$ cat src/rtl/datapath_sequencer_pkg.sv
// Shared state encodings, ALU op codes and widths
// for the datapath sequencer.
package datapath_sequencer_pkg;

  localparam int STATE_W = 4;

  typedef enum logic [STATE_W-1:0] {
    S0  = 4'd0,
    S1  = 4'd1,
    S2  = 4'd2,
    S3  = 4'd3,
    S4  = 4'd4,
    S5  = 4'd5,
    S6  = 4'd6,
    S7  = 4'd7,
    S8  = 4'd8,
    S9  = 4'd9,
    S10 = 4'd10
  } state_e;

  localparam logic [1:0] ALU_PASS  = 2'b00;
  localparam logic [1:0] ALU_SUB   = 2'b01;
  localparam logic [1:0] ALU_ADD   = 2'b10;
  localparam logic [1:0] ALU_SHIFT = 2'b11;

endpackage

$ cat src/rtl/datapath_sequencer_next_state.sv
// Combinational next-state logic for the
// datapath sequencer.
module seq_next_state
  import datapath_sequencer_pkg::*;
(
  input  logic [STATE_W-1:0] state_i,
  input  logic               start_i,
  input  logic               abort_i,
  input  logic               negative_i,
  input  logic               limit_i,
  output logic [STATE_W-1:0] next_o
);

  always_comb begin
    next_o = S0;
    // Abort wins everywhere except idle.
    if (abort_i && state_i != S0) begin
      next_o = S0;
    end else begin
      case (state_i)
        S0:  next_o = start_i ? S1 : S0;
        S1, S2, S3, S4,
        S5, S6, S7, S8:
             next_o = state_i + 4'd1;
        S9:  next_o = (negative_i || limit_i)
                    ? S10 : S3;
        S10: next_o = S0;
        default: next_o = S0;
      endcase
    end
  end

endmodule

$ cat src/rtl/datapath_sequencer.sv
// Eleven-state datapath control sequencer with
// iteration limit, abort and status flags.
module datapath_sequencer #(
  parameter int MAX_ITER = 16,
  parameter int STATE_W  = 4
) (
  input  logic               Clk_i,
  input  logic               Reset_n_i,
  input  logic               Start_i,
  input  logic               Abort_i,
  input  logic               Negative_i,
  output logic [STATE_W-1:0] State_o,
  output logic               LoadA_o,
  output logic               LoadB_o,
  output logic [1:0]         AluOp_o,
  output logic               RegWrite_o,
  output logic               Busy_o,
  output logic               Done_o,
  output logic               Error_o,
  output logic [7:0]         IterCnt_o
);

  import datapath_sequencer_pkg::*;

  logic [STATE_W-1:0] state_q;
  logic [STATE_W-1:0] state_d;
  logic [7:0]         cnt_q;
  logic [7:0]         cnt_d;
  logic               err_q;
  logic               err_d;
  logic               limit;
  logic               start_op;
  logic               loop_back;
  logic               lim_exit;

  assign limit = (cnt_q == 8'(MAX_ITER - 1));

  seq_next_state u_next (
    .state_i    (state_q),
    .start_i    (Start_i),
    .abort_i    (Abort_i),
    .negative_i (Negative_i),
    .limit_i    (limit),
    .next_o     (state_d)
  );

  always_comb begin
    start_op  = (state_q == S0) && (state_d == S1);
    loop_back = (state_q == S9) && (state_d == S3);
    lim_exit  = (state_q == S9) && (state_d == S10)
              && !Negative_i && limit;
    cnt_d = cnt_q;
    err_d = err_q;
    if (start_op) begin
      cnt_d = 8'd0;
      err_d = 1'b0;
    end else begin
      if (loop_back && cnt_q != 8'hFF) begin
        cnt_d = cnt_q + 8'd1;
      end
      if (lim_exit) begin
        err_d = 1'b1;
      end
    end
  end

  always_ff @(posedge Clk_i or negedge Reset_n_i) begin
    if (!Reset_n_i) begin
      state_q <= S0;
      cnt_q   <= 8'd0;
      err_q   <= 1'b0;
    end else begin
      state_q <= state_d;
      cnt_q   <= cnt_d;
      err_q   <= err_d;
    end
  end

  // Moore decode straight off the state register.
  always_comb begin
    LoadA_o    = 1'b0;
    LoadB_o    = 1'b0;
    AluOp_o    = ALU_PASS;
    RegWrite_o = 1'b0;
    Busy_o     = 1'b0;
    Done_o     = 1'b0;
    case (state_q)
      S1: begin LoadA_o = 1'b1; Busy_o = 1'b1; end
      S2: begin LoadB_o = 1'b1; Busy_o = 1'b1; end
      S3: begin AluOp_o = ALU_SUB; Busy_o = 1'b1; end
      S4: begin RegWrite_o = 1'b1; Busy_o = 1'b1; end
      S5: begin AluOp_o = ALU_SHIFT; Busy_o = 1'b1; end
      S6: begin RegWrite_o = 1'b1; Busy_o = 1'b1; end
      S7: begin AluOp_o = ALU_ADD; Busy_o = 1'b1; end
      S8: begin RegWrite_o = 1'b1; Busy_o = 1'b1; end
      S9: Busy_o = 1'b1;
      S10: begin Done_o = 1'b1; Busy_o = 1'b1; end
      default: ;
    endcase
  end

  assign State_o   = state_q;
  assign Error_o   = err_q;
  assign IterCnt_o = cnt_q;

endmodule

$ cat config.mk
export PLATFORM = sky130hd
export DESIGN_NAME = datapath_sequencer
export DESIGN_NICKNAME = d
export VERILOG_FILES = /design/src/rtl/datapath_sequencer_pkg.sv /design/src/rtl/datapath_sequencer_next_state.sv /design/src/rtl/datapath_sequencer.sv
export SDC_FILE = /design/constraint.sdc
export NUM_CORES = 1
export LEC_CHECK = 0
export CAP_MARGIN = 25
export CORE_MARGIN = 3
export CORE_UTILIZATION = 39
export CTS_CLUSTER_SIZE = 25
export DETAILED_ROUTE_END_ITERATION = 10
export PLACE_DENSITY = 0.69
export SYNTH_ARGS = -nofsm -noshare
export SYNTH_HDL_FRONTEND = slang
export SYNTH_SLANG_ARGS = --single-unit
$ cat constraint.sdc
create_clock -name Clk_i -period 3.34 [get_ports Clk_i]
set_input_delay 0.501 -clock Clk_i [delete_from_list [all_inputs] [get_ports Clk_i]]
set_output_delay 0.501 -clock Clk_i [all_outputs]
set_load 0.01 [all_outputs]
==> results by group <==
CTS
  – Root buf cell: clkbuf_4
  – Post-CTS Setup Inserts: 0
  – Number of buffers created by CTS: 3
  – Post_cts resized: 0
  – CTS clk-pin slew, worst paths: 0.08 ns
  – H-tree levels: 1
  – Hold_buf cts: 0
  – CTS sink cnt: 13
  – Clock Tree Buf Depth: 2
  – Worst skew pair latency: 0.29 ns
  – CTS tree: done

STA
  – Fin Hold WS: 0.549 ns
  – Slew @ Worst Pin: 0.652 ns
  – Min cycle time layout: 2.92 ns
  – Setup ws final: 0.416 ns
  – Fmax: 342 MHz
  – Final Setup Violations: 0
  – Setup TNS Final: 0 ns
  – Slew headroom: 56.5%
  – Final hold vios: 0
  – Final period utilization: 87.5%
  – Clk_skew: 0.0124 ns
  – RSZ-0062 raised after global routing: false
  – Fin. max-slew vios: 0

GRT
  – Routing usage on met2: 30.7%
  – Vias in the first global route: 1007
  – GRT met3 Usage: 1.91%
  – Antenna violations before repair: 0
  – First-pass GRT wire length: 4870 um
  – Gr busiest metal: met2
  – GR Util All Layers: 17.4%
  – Pin count of the biggest net entering global routing: 17
  – Met1 usage: 22.6%
  – Global route total overflow: 0

Die
  – Die height: 60.4 um
  – Placeable Area: 2780 um2
  – Die W: 60.4 um
  – IO Count: 25
  – Initial Util: 41.6%
  – Die area: 3650 um2
  – Rows: 19

Min path
  – Hold Crit Class: flip-flop to flip-flop
  – Min-delay src: Error_o$_DFFE_PN0P_

Drt
  – Via/cell ratio: 5.99
  – Routed wire length: 2770 um
  – Detail Route Antenna Nets: 0
  – Routed WL per cell: 16.4 um
  – Post-route DRC: 0
  – Via count: 1013
  – TritonRoute pass-1 iters: 4
  – Initial DRC count: 65

Setup path
  – Crit end category: output pin
  – Worst path required time: 2.84 ns
  – Worst setup SP type: flip-flop
  – R2R Setup Slk: 0.81 ns
  – Setup CP Type: flip-flop to output pin
  – WP data arrival: 2.42 ns
  – Worst Setup SP: State_o[1]$_DFF_PN0_
  – Crit path max fanout: 7
  – Critical R2R Launch: State_o[1]$_DFF_PN0_

Finish
  – FF/Latch Area: 325 um2
  – Multi-input logic area: 764 um2
  – Fill cell count: 270
  – Area grow syn2layout: 22.3%
  – Ant. Diodes: 0
  – Nets: 149
  – Fraction of layout cells with a size suffix above 1: 16.7%
  – Final cell count without fillers: 169

Synth
  – #FFs+latches synth: 13
  – Gate Count Post-Synth: 117
  – Post-synth ARST share: 100%
  – Largest cells by area after synthesis: dfrtp_1 (28%), o31ai_1 (5.8%), o41ai_2 (5.6%), ha_1 (5.4%), a21oi_1 (3.5%)
  – EDFF count, synth: 0
  – Cell taking the most area after synthesis: dfrtp_1
  – Mean Syn Cell Area: 9.88 um2
  – Synthesized cell area: 1160 um2
  – Predominant post-synthesis flop cell: dfrtp_1
  – Netlist cell types: 46
  – Mapped Nets: 127
  – Seq/Total Area, Yosys: 28.1%
  – Most frequent cell after synthesis: dfrtp_1
  – Share of the synthesized area in the top cell type: 28.1%
  – Yosys Warn Count: 0
  – Post-synth top cells: dfrtp_1 (13), nor2_1 (9), o31ai_1 (9)

Placement
  – I/O Buffers: 24
  – Routability cong.: 0.833
  – Number of cells after detailed placement: 165
  – DP Wirelength: 2070 um
  – Setup WS pre-CTS: 0.719 ns

Power
  – VDD IR max: 554 uV
  – Pwr Density: 628 nW/um2
  – Total Power: 0.888 mW
  – Leak: 0.560 nW

Outcome
  – Status: finished, final reports clean

Job
  – Max Cap Violations: 0
==> power by group <==
| group | internal (mW) | total (mW) | switching (mW) | leakage [nW] |
|---|---|---|---|---|
| sequential | 0.169 | 0.188 | 0.0185 | 0.180 |
| combinational | 0.230 | 0.596 | 0.365 | 0.365 |
| clock | 0.0464 | 0.104 | 0.0578 | 0.0150 |
==> final timing paths <==
kind / to / cells after the start
worst max-delay path: Busy_o / 6
worst min-delay path: Error_o$_DFFE_PN0P_ / 2
worst max register to register: IterCnt_o[1]$_DFFE_PN0P_ / 7
worst min register to register: Error_o$_DFFE_PN0P_ / 2
max in group asynchronous: IterCnt_o[2]$_DFFE_PN0P_ / 1
min in group asynchronous: IterCnt_o[3]$_DFFE_PN0P_ / 1
==> per-layer routing <==
layer	vias to the layer above	share of wire [%]
li1	490	-
met3	5	3.5
met2	24	49
met1	494	46
met4	0	1.2
met5	-	0
==> critical path, cell delays in order, from the launching register on <==
cell and delay, ns:
dfrtp_1 0.42, inv_1 0.09, ha_1 0.30, nor3_2 0.30, a22oi_2 0.15, or3_1 0.41, clkdlybuf4s50_1 0.48
==> cells by family (layout without fill, tap and decap cells) <==
group | count (synthesis) | after routing | share of synthesized area, %
flops | 13 | 13 | 28.1
compound gates | 40 | 40 | 32.5
fa+ha+maj | 5 | 5 | 5.41
simple gates | 46 | 46 | 25.9
xor+xnor | 1 | 1 | 2.38
buf+inv | 12 | 33 | 5.74
==> registers in the layout (all words and copies together) (netlist names) <==
signal and flops:
IterCnt_o 8, State_o 4, Error_o 1
==> cells in the final DEF (no fill, tap or decap), drive strengths merged, types with 2 or more instances in the layout <==
cell type / count
clkdlybuf4s50: 24
dfrtp: 13
o31ai: 11
nor2: 9
a21oi: 9
nand2: 7
nand2b: 6
ha: 5
inv: 5
o41ai: 4
nor3b: 4
clkbuf: 4
and3: 3
o22ai: 3
and3b: 2
nand3b: 2
nor4: 2
nand3: 2
a31oi: 2
nand4: 2
a41oi: 2
a22oi: 2
o21a: 2
==> metrics by stage <==
stage | util [%] | area [um2]
global route | 50.8 | 1410
floorplan | - | 1160
detailed placement | 49.9 | 1390
global placement | 49.9 | 1390
finish | 50.8 | 1410
CTS | 50.8 | 1410
==> final cells by class <==
type / count / area share [%]
multi-input combinational: 92 / 54.1
timing repair buffer: 24 / 17.0
sequential: 13 / 23.0
tap: 31 / 2.74
inverter: 5 / 1.33
clock buffer: 4 / 1.86
(Power assumes the default switching activity.)
